===== src/rtl/uart_rx_deser.sv =====
// UART 8N1 receive deserialiser: synchronises rx_i, times bits from the start edge and
// presents each byte on a valid/ready holding register with framing-error and overrun pulses.
module uart_rx_deser #(
  parameter int unsigned CLKS_PER_BIT = 868,
  parameter int unsigned CNT_W        = $clog2(CLKS_PER_BIT)
) (
  input  logic       clk,
  input  logic       rst,
  input  logic       rx_i,
  output logic [7:0] m_data,
  output logic       m_valid,
  input  logic       m_ready,
  output logic       frame_err,
  output logic       overrun
);

  typedef enum logic [2:0] {StIdle, StStart, StData, StStop, StWaitHigh} state_e;

  localparam logic [CNT_W-1:0] CntHalf = CNT_W'(CLKS_PER_BIT / 2 - 1);
  localparam logic [CNT_W-1:0] CntFull = CNT_W'(CLKS_PER_BIT - 1);

  logic             rx_meta_q, rx_s_q;
  state_e           state_q, state_d;
  logic [CNT_W-1:0] cnt_q, cnt_d;
  logic [2:0]       bit_idx_q, bit_idx_d;
  logic [7:0]       shift_q, shift_d;
  logic [7:0]       m_data_q, m_data_d;
  logic             m_valid_q, m_valid_d;
  logic             frame_err_q, frame_err_d;
  logic             overrun_q, overrun_d;
  logic             byte_done;

  always_comb begin
    state_d     = state_q;
    cnt_d       = cnt_q;
    bit_idx_d   = bit_idx_q;
    shift_d     = shift_q;
    m_data_d    = m_data_q;
    m_valid_d   = m_valid_q;
    frame_err_d = 1'b0;
    overrun_d   = 1'b0;
    byte_done   = 1'b0;

    unique case (state_q)
      StIdle: begin
        if (!rx_s_q) begin
          state_d = StStart;
          cnt_d   = '0;
        end
      end
      StStart: begin
        // Mid-start-bit check: a line already back high was only a glitch.
        if (cnt_q == CntHalf) begin
          cnt_d     = '0;
          bit_idx_d = 3'd0;
          state_d   = rx_s_q ? StIdle : StData;
        end else begin
          cnt_d = cnt_q + CNT_W'(1);
        end
      end
      StData: begin
        if (cnt_q == CntFull) begin
          cnt_d   = '0;
          shift_d = {rx_s_q, shift_q[7:1]};
          if (bit_idx_q == 3'd7) begin
            state_d = StStop;
          end else begin
            bit_idx_d = bit_idx_q + 3'd1;
          end
        end else begin
          cnt_d = cnt_q + CNT_W'(1);
        end
      end
      StStop: begin
        if (cnt_q == CntFull) begin
          cnt_d = '0;
          if (rx_s_q) begin
            byte_done = 1'b1;
            state_d   = StIdle;
          end else begin
            frame_err_d = 1'b1;
            state_d     = StWaitHigh;
          end
        end else begin
          cnt_d = cnt_q + CNT_W'(1);
        end
      end
      StWaitHigh: begin
        if (rx_s_q) begin
          state_d = StIdle;
        end
      end
      default: state_d = StIdle;
    endcase

    // A completing byte may reuse the slot in the same cycle it is drained.
    if (byte_done) begin
      if (!m_valid_q || m_ready) begin
        m_data_d  = shift_q;
        m_valid_d = 1'b1;
      end else begin
        overrun_d = 1'b1;
      end
    end else if (m_valid_q && m_ready) begin
      m_valid_d = 1'b0;
    end
  end

  always_ff @(posedge clk or posedge rst) begin
    if (rst) begin
      rx_meta_q   <= 1'b1;
      rx_s_q      <= 1'b1;
      state_q     <= StIdle;
      cnt_q       <= '0;
      bit_idx_q   <= 3'd0;
      shift_q     <= 8'h00;
      m_data_q    <= 8'h00;
      m_valid_q   <= 1'b0;
      frame_err_q <= 1'b0;
      overrun_q   <= 1'b0;
    end else begin
      rx_meta_q   <= rx_i;
      rx_s_q      <= rx_meta_q;
      state_q     <= state_d;
      cnt_q       <= cnt_d;
      bit_idx_q   <= bit_idx_d;
      shift_q     <= shift_d;
      m_data_q    <= m_data_d;
      m_valid_q   <= m_valid_d;
      frame_err_q <= frame_err_d;
      overrun_q   <= overrun_d;
    end
  end

  assign m_data    = m_data_q;
  assign m_valid   = m_valid_q;
  assign frame_err = frame_err_q;
  assign overrun   = overrun_q;

endmodule

===== config.mk =====
export PLATFORM = sky130hd
export DESIGN_NAME = uart_rx_deser
export DESIGN_NICKNAME = d
export VERILOG_FILES = /design/src/rtl/uart_rx_deser.sv
export SDC_FILE = /design/constraint.sdc
export NUM_CORES = 1
export LEC_CHECK = 0
export CAP_MARGIN = 15
export CELL_PAD_IN_SITES_DETAIL_PLACEMENT = 0
export CELL_PAD_IN_SITES_GLOBAL_PLACEMENT = 1
export CORE_UTILIZATION = 50
export CTS_BUF_LIST = sky130_fd_sc_hd__clkbuf_4 sky130_fd_sc_hd__clkbuf_8
export DETAILED_ROUTE_END_ITERATION = 7
export PLACE_DENSITY_LB_ADDON = 0.1
export SLEW_MARGIN = 20
export SYNTH_ARGS = -nofsm -noshare
export SYNTH_HDL_FRONTEND = slang
export SYNTH_SLANG_ARGS = --single-unit

===== constraint.sdc =====
create_clock -name clk -period 5.1 [get_ports clk]
set_input_delay 1.275 -clock clk [delete_from_list [all_inputs] [get_ports clk]]
set_output_delay 1.275 -clock clk [all_outputs]
set_load 0.005 [all_outputs]

After elaboration in Yosys (flattened, before gate mapping):

Cells that the tools add are included.

* add/subtract/negate cells: 2
* equal/unequal tests: 15
* muxes and demuxes: 28
* reduce and logical (&&, ||, !) cells: 14

Operators by type and width (number)
* $mux W10: 3
* $mux W3: 10
* $pmux W10 S3: 1
* $pmux W3 S5: 1
* $ne A2 B2 Y1 const B: 7
* $mux W1: 11
* $add A10 B1 Y10 const B: 1
* $eq A10 B10 Y1 const B: 1
* $eq A10 B9 Y1 const B: 1
* $reduce_and A2 Y1: 4
* $eq A3 B2 Y1 const B: 2
* $eq A3 B3 Y1 const B: 2
* $pmux W3 S2: 1
* $reduce_and A6 Y1: 1
* $reduce_and A4 Y1: 1
* $reduce_bool A2 Y1: 2
* $add A3 B1 Y3 const B: 1
* $eq A3 B1 Y1 const B: 1
* $logic_not A3 Y1: 1
* $reduce_bool A3 Y1: 1
* $mux W2: 1
* $ne A2 B1 Y1 const B: 1
* $reduce_or A2 Y1: 1
* $logic_and A1 B1 Y1: 1
* other kinds (2): 2

* flip-flop bits (word level): 37
* input port bits: 4
* logic and storage cells: 69

Depth between registers and ports, before layout:

Gate-level depths: netlist of the first run.

* depth after elaboration: 5
* gate-level depth with buffers: 6
* depth with buffers taken out: 6

Worst setup path after synthesis of the first run:

Ideal clock, no wire load.

* path kind: input-to-reg
* start point: input m_ready
* end point: register m_data_q[0] (netlist: m_data[0])
* library setup time: 0.125 ns
* arrival time: 1.935 ns
* required time: 4.975 ns
* slack: 3.040 ns
* stages: 3
* cell sequence: nand2b_1 -> nand3_2 -> mux2_2

* cells in the longest elaborated chain, start to end: 2

Ends and longest elaborated chain
* start: declaration: RTL line 12 `input logic m_ready,`
* $logic_or A1 B1 Y1: RTL line 98 `if (!m_valid_q || m_ready) begin`
* $reduce_and A2 Y1 (no source line)
* end signal: assignment: RTL line 128 `m_data_q <= m_data_d;`
* end: declaration: RTL line 27 `logic [7:0] m_data_q, m_data_d;`

No other way between the ends.
A chain may end at the register's enable or synchronous reset.

Worst setup path after layout of the first run:

* start point: register m_data_q[7] (netlist: m_data[7])
* end point: output m_data[7]

RTL lines
* end: declaration: RTL line 10 `output logic [7:0] m_data,`

No word-level cell between the ends.

==> results of run 1 <==
logic make-up after synthesis:
kind of cell	synth area share, %
multiplexers	11.9
XOR/XNOR	0.983
adder cells (fa/ha/maj)	2.81
buffers and inverters	3.02
flip-flops	52.1
AND/OR/NAND/NOR	18.9
AO/OA/AOI/OAI	10.3
area by class of cell:
| cell class | count | area, sq um |
|---|---|---|
| clock buffers | 5 | 37.5 |
| clock inverters | 3 | 17.5 |
| fillers | 314 | 1350 |
| inverters | 7 | 26.3 |
| multi-input cells | 110 | 801 |
| flip-flops and latches | 37 | 928 |
| well taps | 46 | 57.6 |
| repair buffers | 15 | 148 |
worst max-delay path by stage:
stage / from / end / slack (ns) / cells after the start
6_report: m_data[7]$_DFFE_PP0P_ / m_data[7] / 2.58 / 1
5_1_grt: m_data[5]$_DFFE_PP0P_ / m_data[5] / 2.53 / 1
4_1_cts: m_data[7]$_DFFE_PP0P_ / m_data[7] / 2.57 / 1
3_5_place_dp: m_ready / m_data[5]$_DFFE_PP0P_ / 2.53 / 4
3_3_place_gp: m_ready / m_data[3]$_DFFE_PP0P_ / 2.57 / 4
2_1_floorplan: rst / bit_idx_q[0]$_DFFE_PP0P_ / 3.00 / 1
where the power goes:
part           internal (mW)  switching, mW
Sequential             0.295       0.000921
Clock                 0.0519          0.101
Combinational        0.00274        0.00578
Total                  0.349          0.108
placed cells by master (no fill, tap or decap), types with 2 or more instances in the layout:
cell type / instances
clkinv_2: 2
mux2_2: 17
dfstp_2: 2
a21oi_1: 2
nor4_1: 5
nand3_1: 4
mux2i_1: 2
xnor2_1: 2
nor2_1: 8
a211o_1: 2
clkdlybuf4s50_1: 14
dfrtp_1: 35
nand2_1: 19
a221o_1: 3
o21ai_0: 10
nand4bb_1: 2
nor3_1: 8
ha_1: 4
nand2b_1: 3
clkbuf_4: 5
inv_1: 7
routing by layer:
| layer | wire length [microns] | up-vias | share of wire (%) |
|---|---|---|---|
| met4 | 57 | 0 | 1.7 |
| li1 | - | 608 | - |
| met1 | 1650 | 595 | 50 |
| met2 | 1520 | 16 | 46 |
| met5 | 0 | - | 0 |
| met3 | 105 | 5 | 3.2 |
registers in the layout, summed over array words and instances, names as in the netlist, 3 cells and up:
register,count
shift_q,8
state_q,3
cnt_q,10
m_data,8
bit_idx_q,3
==> summary.md, run 1 <==
| Metric | Value |
|---|---|
| Status | `complete, no violations` |
| Async SR Flop Fraction | `100%` |
| Clock Root Buffer | `clkbuf_4` |
| Most frequent cells after synthesis | `dfrtp_1, nand2_1, mux2_2` |
| Met2 GRT Util | `31.2%` |
| Pwr dens | `227 nW/um^2` |
| CP bufs+invs | `1` |
| Vias per std cell | `about 5.5` |
| IO buf count | `14` |
| Cts hold-fix bufs | `0` |
| Max-slew violation count | `0` |
| Setup TNS | `0 ns` |
| Hold/Removal Path Class | `reg -> reg` |
| Die width | `just over 60 microns` |
| WHS Endpoint | `rx_s_q$_DFF_PP1_` |
| Placed Area | `1960 sq um` |
| Post-synthesis cell count | `159` |
| Tot GR Track Use | `21.5%` |
| Number of diodes | `0` |
| Post-Syn Area | `1780 sq um` |
| GP Congestion | `around 0.78` |
| Ranking of synthesized cells by area | `dfrtp_1, mux2_2, nand2_1, dfstp_2, ha_1` |
| Reg2Reg Setup Slack | `2.83 ns` |
| # nets final | `184` |
| Initial antenna violation count | `0` |
| Critical path's top delay family | `buffers and inverters` |
| DRC | `0` |
| Gr busiest metal | `met1` |
| Slew headroom | `62.9%` |
| Yosys top cell by area | `dfrtp_1` |
| H-tree depth | `2` |
| Residual overflow from global routing | `0` |
| Hold Fails Final Rpt | `0` |
| CTS tree | `built` |
| Clk buf depth | `2` |
| Share of the yosys chip area belonging to registers | `52.1%` |
| Count of different cell masters after synthesis | `40` |
| Worst path arrival time | `1.24 ns` |
| Minimum clock period | `~2.5 ns` |
| Dpl ws | `2.53 ns` |
| Unrepaired setup endpoints after global routing | `no` |
| GR Layer Usage met3 | `6.00%` |
| Fmax | `roughly 400 MHz` |
| Yosys top cell area share | `49.1%` |
| Ys flop type | `dfrtp_1` |
| Routed len/inst | `14.9 microns` |
| Area Growth Syn to Fin | `13.1%` |
| Peak fanout along the critical path | `2` |
| WHS Path Cells | `0` |
| Crit share post-route | `just under 50%` |
| Crit-path cells | `clkdlybuf4s50_1` |
| Reg2reg start | `cnt_q[2]$_DFFE_PP0P_` |
| Util after Layout | `59.9%` |
| Worst-Margin Slew | `0.554 ns` |
| Most common cell in the netlist | `dfrtp_1` |
| Total power | `between 0.4 and 0.5 mW` |
| Layout cells sized above 1 | `19.8%` |
| Via count | `about 1200` |
| Core ar. | `3360 sq um` |
| Cell row count | `21` |
| Finish-stage setup viols | `0` |
| Clk Latency, worst-skew pair | `0.35 ns` |
| Min-delay src | `rx_meta_q$_DFF_PP1_` |
| Initial drt markers | `64` |
| Fin cells | `between 200 and 250` |
| Slowest-stage cell, CP | `clkdlybuf4s50_1` |
| Worst Clk Skew | `0.00785 ns` |
| First drt pass iteration count | `4` |
| Yosys warning count | `0` |
| First-pass GRT wire length | `between 5 and 6 mm` |
| Vias in the first global route | `1209` |
| DPL Wire Length | `2.33 mm` |
| Post-CTS Setup Repair Bufs | `0` |
| Routing usage on met1 | `a little under a third` |
| Clock sinks | `37` |
| Starting Density | `a little over half` |
| Critical path type | `reg -> out` |
| R2R cell count | `4` |
| Peak VDD IR | `0.000172 V` |
| Syn nets | `167` |
| MaxCap Viol Count | `0` |
| Die area | `between 3000 and 4000 sq um` |
| Critical Path Sink Type | `output port` |
| Worst reg2reg endpoint | `shift_q[2]$_DFFE_PP0P_` |
| Hold_ws | `0.364 ns` |
| Number of synthesized flops with an enable pin | `0` |
| Critical Path RT | `between 3 and 4 ns` |
| Startpoint Class | `flop` |
| Fin area | `2020 sq um` |
| Pleak | `0.906 nW` |
| Flops & latches, synth | `37` |
| Mean Syn Cell Area | `11.2 sq um` |
| Number of buffers created by CTS | `5` |
| Clk slew on worst S/H paths | `0.11 ns` |
| Final Worst Setup Slack | `2.58 ns` |
| Dpl cells | `215` |
| Ports | `15` |
| Resized cells post-CTS | `0` |
| Chip Height | `61.7 microns` |
| Antenna violation net count after detailed routing | `0` |
| Total Wirelength | `3.33 mm` |
| Pin count of the biggest net entering global routing | `38` |
| Max incr delay on CP | `just over 0.5 ns` |
Note: power is estimated with default switching activity, not from simulation.
==> run 2, diff against run 1 <==
--- a/config.mk
+++ b/config.mk
@@ -8,7 +8,7 @@
 export CAP_MARGIN = 15
 export CELL_PAD_IN_SITES_DETAIL_PLACEMENT = 0
 export CELL_PAD_IN_SITES_GLOBAL_PLACEMENT = 1
-export CORE_UTILIZATION = 50
+export CORE_UTILIZATION = 43
 export CTS_BUF_LIST = sky130_fd_sc_hd__clkbuf_4 sky130_fd_sc_hd__clkbuf_8
 export DETAILED_ROUTE_END_ITERATION = 7
 export PLACE_DENSITY_LB_ADDON = 0.1
==> constraint.sdc (replaced) <==
create_clock -name clk -period 2.2 [get_ports clk]
set_input_delay 0.55 -clock clk [delete_from_list [all_inputs] [get_ports clk]]
set_output_delay 0.55 -clock clk [all_outputs]
set_load 0.005 [all_outputs]
==> run 2 against run 1 <==
Clock power rose to 3.2 times the previous value. Clock-buffer cell count up 2. Critical path depth up 3. Worst hold slack worse by 0.0076 ns. Die area up 16%. Wire length up 0.81%. Setup slack worse by 2.4 ns. Global-route usage down 3.9 points. Combinational power up 130%. Largest power group unchanged.
==> summary.md, run 2 (synthesized netlist as in run 1, its figures left out) <==
| Metric | Value |
|---|---|
| Setup TNS | `0 ns` |
| Most frequent cells in the layout | `dfrtp_1, nand2_1, mux2_2` |
| Hold_ws | `approximately 0.36 ns` |
| Die width | `around 66 microns` |
| Initial drt markers | `72` |
| Number of buffers created by CTS | `5` |
| DRC | `0` |
| Dpl cells | `225` |
| Ports | `15` |
| CTS tree | `built` |
| Clk Latency, worst-skew pair | `0.28 ns` |
| Worst-Margin Slew | `0.524 ns` |
| Util after Layout | `52.7%` |
| Sw Pwr | `0.239 mW` |
| Clk buf depth | `2` |
| # nets final | `190` |
| Die area | `4410 sq um` |
| Cell row count | `23` |
| Fin cells | `233` |
| Int Power | `~0.96 mW` |
| Fillers | `357` |
| Minimum clock period | `2.03 ns` |
| GP Congestion | `0.856` |
| Peak fanout along the critical path | `8` |
| Routed len/inst | `14.4 microns` |
| Number of diodes | `0` |
| Layout cells sized above 1 | `23.0%` |
| Pin count of the biggest net entering global routing | `38` |
| Clock sinks | `37` |
| Placed Area | `2010 sq um` |
| Fmax | `492 MHz` |
| Dpl ws | `0.0642 ns` |
| Starting Density | `44.6%` |
| Clock Power Share | `41.0%` |
| Status | `complete, no violations` |
| Total Wirelength | `roughly 3.4 mm` |
| Hold Fails Final Rpt | `0` |
| Most common cell after layout, fill and taps aside | `dfrtp_1` |
| Worst path arrival time | `2.19 ns` |
| Tot GR Track Use | `between 15 and 20%` |
| Clock Root Buffer | `clkbuf_8` |
| IO buf count | `14` |
| Startpoint Class | `flop` |
| Worst Clk Skew | `0.0104 ns` |
| First-pass GRT wire length | `5.70 mm` |
| Finish-stage setup viols | `0` |
| Residual overflow from global routing | `0` |
| Area Growth Syn to Fin | `18.3%` |
| Antenna violation net count after detailed routing | `0` |
| Pleak | `0.953 nW` |
| Hold/Removal Path Class | `reg -> reg` |
| Final Worst Setup Slack | `0.168 ns` |
| MaxCap Viol Count | `0` |
| H-tree depth | `2` |
| Sequential power share | `57.4%` |
| Clk slew on worst S/H paths | `around 0.070 ns` |
| Switch share | `20.0%` |
| Critical path type | `reg -> reg` |
| Core ar. | `4000 sq um` |
| Critical Path Sink Type | `flop` |
| Crit share post-route | `92.4%` |
| DPL Wire Length | `2.42 mm` |
| Max-slew violation count | `0` |
| Largest register FFs | `10` |
| Vias in the first global route | `1191` |
| Chip Height | `between 60 and 70 microns` |
| Slew headroom | `64.9%` |
| Critical Path RT | `between 2 and 2.5 ns` |
| Vias per std cell | `5.42` |
| Combinational Power Share | `under 10%` |
| Post-CTS Setup Repair Bufs | `0` |
| Largest Register | `cnt_q` |
| Peak VDD IR | `0.000408 V` |
| Total power | `1.20 mW` |
| Initial antenna violation count | `0` |
| Pwr dens | `567 nW/um^2` |
| First drt pass iteration count | `4` |
| Fin area | `2110 sq um` |
| Unrepaired setup endpoints after global routing | `no` |
| Via count | `1264` |
==> run 2: power groups by stage <==
stage | Clock (mW) | Sequential [mW] | Combinational, mW
detailed placement | 0 | 0.699 | 0.0211
global placement | 0 | 0.699 | 0.0206
finish | 0.490 | 0.686 | 0.0198
floorplan | 0 | 0.698 | 0.0106
CTS | 0.509 | 0.686 | 0.0211
global route | 0.537 | 0.685 | 0.0239
==> run 2: repair_timing <==
item	CTS	global route
hold buffers	0	0
resized for setup	0	1
setup endpoints to repair	0	8
==> run 2: area by class of cell <==
class                           instances  area, sq um  share of cell area [%]
Timing Repair Buffer                   21          193                    9.13
Sequential cell                        37          928                    44.0
Tap cell                               50         62.6                    2.97
Clock buffer                            7         90.1                    4.27
Multi-Input combinational cell        110          802                    38.0
Inverter                                7         26.3                    1.25
Clock inverter                          1         7.51                   0.356
==> run 2: worst max-delay path: stages (launching register included) <==
cell,delay [ns]
dfrtp_1,0.42
or3b_1,0.55
o41ai_4,0.49
nor3_2,0.12
a221o_1,0.32
==> run 2: final timing paths <==
path | startpoint | end | slack [ns] | cells after the start
worst max-delay path | cnt_q[2]$_DFFE_PP0P_ | cnt_q[5]$_DFFE_PP0P_ | 0.17 | 4
worst min-delay path | rx_meta_q$_DFF_PP1_ | rx_s_q$_DFF_PP1_ | 0.36 | 0
worst max register to register | cnt_q[2]$_DFFE_PP0P_ | cnt_q[5]$_DFFE_PP0P_ | 0.17 | 4
worst min register to register | rx_meta_q$_DFF_PP1_ | rx_s_q$_DFF_PP1_ | 0.36 | 0
max in group asynchronous | rst | rx_meta_q$_DFF_PP1_ | 1.17 | 3
min in group asynchronous | rst | frame_err$_DFF_PP0_ | 0.67 | 3
==> run 2: metal layers <==
layer  GRT usage, %  wire length, microns  up-vias
met3           5.17                   105        2
met1           24.8                  1690      620
met5              0                     0        -
li1               -                     -      619
met2           25.3                  1530       23
met4           6.65                    26        0
==> run 3, diff against run 2 <==
--- a/config.mk
+++ b/config.mk
@@ -9,7 +9,7 @@
 export CELL_PAD_IN_SITES_DETAIL_PLACEMENT = 0
 export CELL_PAD_IN_SITES_GLOBAL_PLACEMENT = 1
 export CORE_UTILIZATION = 43
-export CTS_BUF_LIST = sky130_fd_sc_hd__clkbuf_4 sky130_fd_sc_hd__clkbuf_8
+export CTS_BUF_LIST = sky130_fd_sc_hd__clkbuf_8
 export DETAILED_ROUTE_END_ITERATION = 7
 export PLACE_DENSITY_LB_ADDON = 0.1
 export SLEW_MARGIN = 20
==> run 3 against run 2 <==
Cell count unchanged. Total power is 1.0% lower. Die area is the same. Global-route usage is 0.61 points lower. Wire length is 2.0% lower. Worst hold slack about the same. Critical path depth stayed put. Sequential power about the same. Setup slack lost 0.0014 ns. Clock power decreased by 2%. Non-clock buffer count unchanged. Maximum frequency about the same. Critical endpoint unchanged. Largest cell class unchanged.
==> summary.md, run 3 (synthesized netlist as in run 1, its figures left out) <==
| Metric | Value |
|---|---|
| Status | `complete, no violations` |
| Chip Height | `66.4 microns` |
| Worst path arrival time | `2.19 ns` |
| Cts hold-fix bufs | `0` |
| Max-slew violation count | `0` |
| Clk slew on worst S/H paths | `around 0.07 ns` |
| Tot GR Track Use | `between 10% and 20%` |
| Vias per std cell | `5.36` |
| # nets final | `between 150 and 200` |
| Critical path type | `reg -> reg` |
| H-tree depth | `2` |
| Core ar. | `4000 sq um` |
| Antenna violation net count after detailed routing | `0` |
| Number of buffers created by CTS | `5` |
| Worst Clk Skew | `about 0.012 ns` |
| Cell row count | `23` |
| Crit share post-route | `92.4%` |
| Number of diodes | `0` |
| Largest Register | `cnt_q` |
| Most frequent cells in the layout | `dfrtp_1, nand2_1, mux2_2` |
| IO buf count | `14` |
| MaxCap Viol Count | `0` |
| Initial drt markers | `73` |
| Pin count of the biggest net entering global routing | `38` |
| Hold/Removal Path Class | `reg -> reg` |
| Vias in the first global route | `1189` |
| WHS Path Cells | `0` |
| Die width | `66.4 microns` |
| Layout cells sized above 1 | `22.4%` |
| Residual overflow from global routing | `0` |
| Met3 wire length | `just over 100 microns` |
| Routed length on met1 | `roughly 1.7 mm` |
| Critical Path Sink Type | `flop` |
| Minimum clock period | `2.03 ns` |
| Fmax | `492 MHz` |
| Starting Density | `44.6%` |
| First-pass GRT wire length | `5.61 mm` |
| Routed len/inst | `14.1 microns` |
| Clk buf depth | `2` |
| Critical Path RT | `2.36 ns` |
| Ports | `15` |
| Unrepaired setup endpoints after global routing | `no` |
| Reg2reg start | `cnt_q[2]$_DFFE_PP0P_` |
| Peak VDD IR | `just over 0.0004 V` |
| DPL Wire Length | `2.42 mm` |
| Worst reg2reg endpoint | `cnt_q[5]$_DFFE_PP0P_` |
| WHS Endpoint | `rx_s_q$_DFF_PP1_` |
| GP Congestion | `approximately 0.86` |
| Hold_ws | `0.356 ns` |
| Clock sinks | `37` |
| CTS tree | `built` |
| Via count | `1249` |
| Met2 routed WL | `1.47 mm` |
| Fillers | `roughly 360` |
| Pleak | `approximately 0.95 nW` |
| Area Growth Syn to Fin | `18.1%` |
| Die area | `~4400 sq um` |
| Largest register FFs | `10` |
| R2R cell count | `4` |
| Storage cell area | `928 sq um` |
| Area of the multi-input gates | `802 sq um` |
| Clock Root Buffer | `clkbuf_8` |
| Total Wirelength | `3.29 mm` |
| Min-delay src | `rx_meta_q$_DFF_PP1_` |
| Startpoint Class | `flop` |
| Max Used Layer | `met4` |
| Reg2Reg Setup Slack | `0.17 ns` |
| Setup TNS | `0 ns` |
| Peak fanout along the critical path | `8` |
| Clk Latency, worst-skew pair | `around 0.29 ns` |
| Pwr dens | `between 500 and 600 nW/um^2` |
| Most common cell after layout, fill and taps aside | `dfrtp_1` |
| Finish-stage setup viols | `0` |
| DRC | `0` |
| Hold Fails Final Rpt | `0` |
| Initial antenna violation count | `0` |
| Slew headroom | `64.9%` |
| First drt pass iteration count | `4` |
| Worst-Margin Slew | `0.525 ns` |
run 3: cell types whose count changed in the layout (fill, tap and decap cells not counted), sizes merged:
cell | previous run | this run
inv | 7 | 8
clkbuf | 7 | 6
run 3: repair_timing:
action | CTS | global route
resized for setup | 0 | 1
endpoints found under the setup margin | 0 | 8
buffers inserted | 0 | 0
run 3: cell type report:
| cell class | instances | area share [%] |
|---|---|---|
| flip-flops and latches | 37 | 44.1 |
| inverters | 7 | 1.25 |
| multi-input cells | 110 | 38.1 |
| clock buffers | 6 | 3.92 |
| repair buffers | 21 | 9.15 |
| clock inverters | 2 | 0.535 |
| well taps | 50 | 2.97 |
run 3: metal layers:
layer	vias to the layer above	global-route usage (%)
li1	620	-
met1	604	24.5
met2	23	24.6
met3	2	3.62
met4	0	6.65
met5	-	0
run 3: worst max path at each step:
| stage | startpoint | endpoint | slack [ns] | cells after the start |
|---|---|---|---|---|
| after floorplan | cnt_q[2]$_DFFE_PP0P_ | shift_q[0]$_DFFE_PP0P_ | 0.27 | 6 |
| after global placement | cnt_q[2]$_DFFE_PP0P_ | shift_q[7]$_DFFE_PP0P_ | 0.14 | 4 |
| after detailed placement | cnt_q[2]$_DFFE_PP0P_ | cnt_q[5]$_DFFE_PP0P_ | 0.06 | 4 |
| after CTS | cnt_q[2]$_DFFE_PP0P_ | cnt_q[5]$_DFFE_PP0P_ | 0.07 | 4 |
| after global routing | cnt_q[2]$_DFFE_PP0P_ | m_data[6]$_DFFE_PP0P_ | 0.08 | 5 |
| final | cnt_q[2]$_DFFE_PP0P_ | cnt_q[5]$_DFFE_PP0P_ | 0.17 | 4 |
run 3: where the power goes:
group	switching (mW)	internal (mW)
logic	0.0132	0.00633
clock network	0.229	0.250
registers	0.00240	0.683
run 3: critical path: stages (launching register included):
cell and delay (ns):
dfrtp_1 0.43, or3b_1 0.55, o41ai_4 0.49, nor3_2 0.13, a221o_1 0.32
run 3: through the flow:
step,area (sq um),std cells,worst slack [ns],power [mW],util [%]
6_report,2110,233,0.167,1.18,52.6
5_1_grt,2110,233,0.0780,1.23,52.6
4_1_cts,2100,233,0.0682,1.20,52.6
3_5_place_dp,2010,225,0.0642,0.720,50.3
3_3_place_gp,2010,225,0.137,0.719,50.3
2_1_floorplan,1780,159,0.270,0.708,-
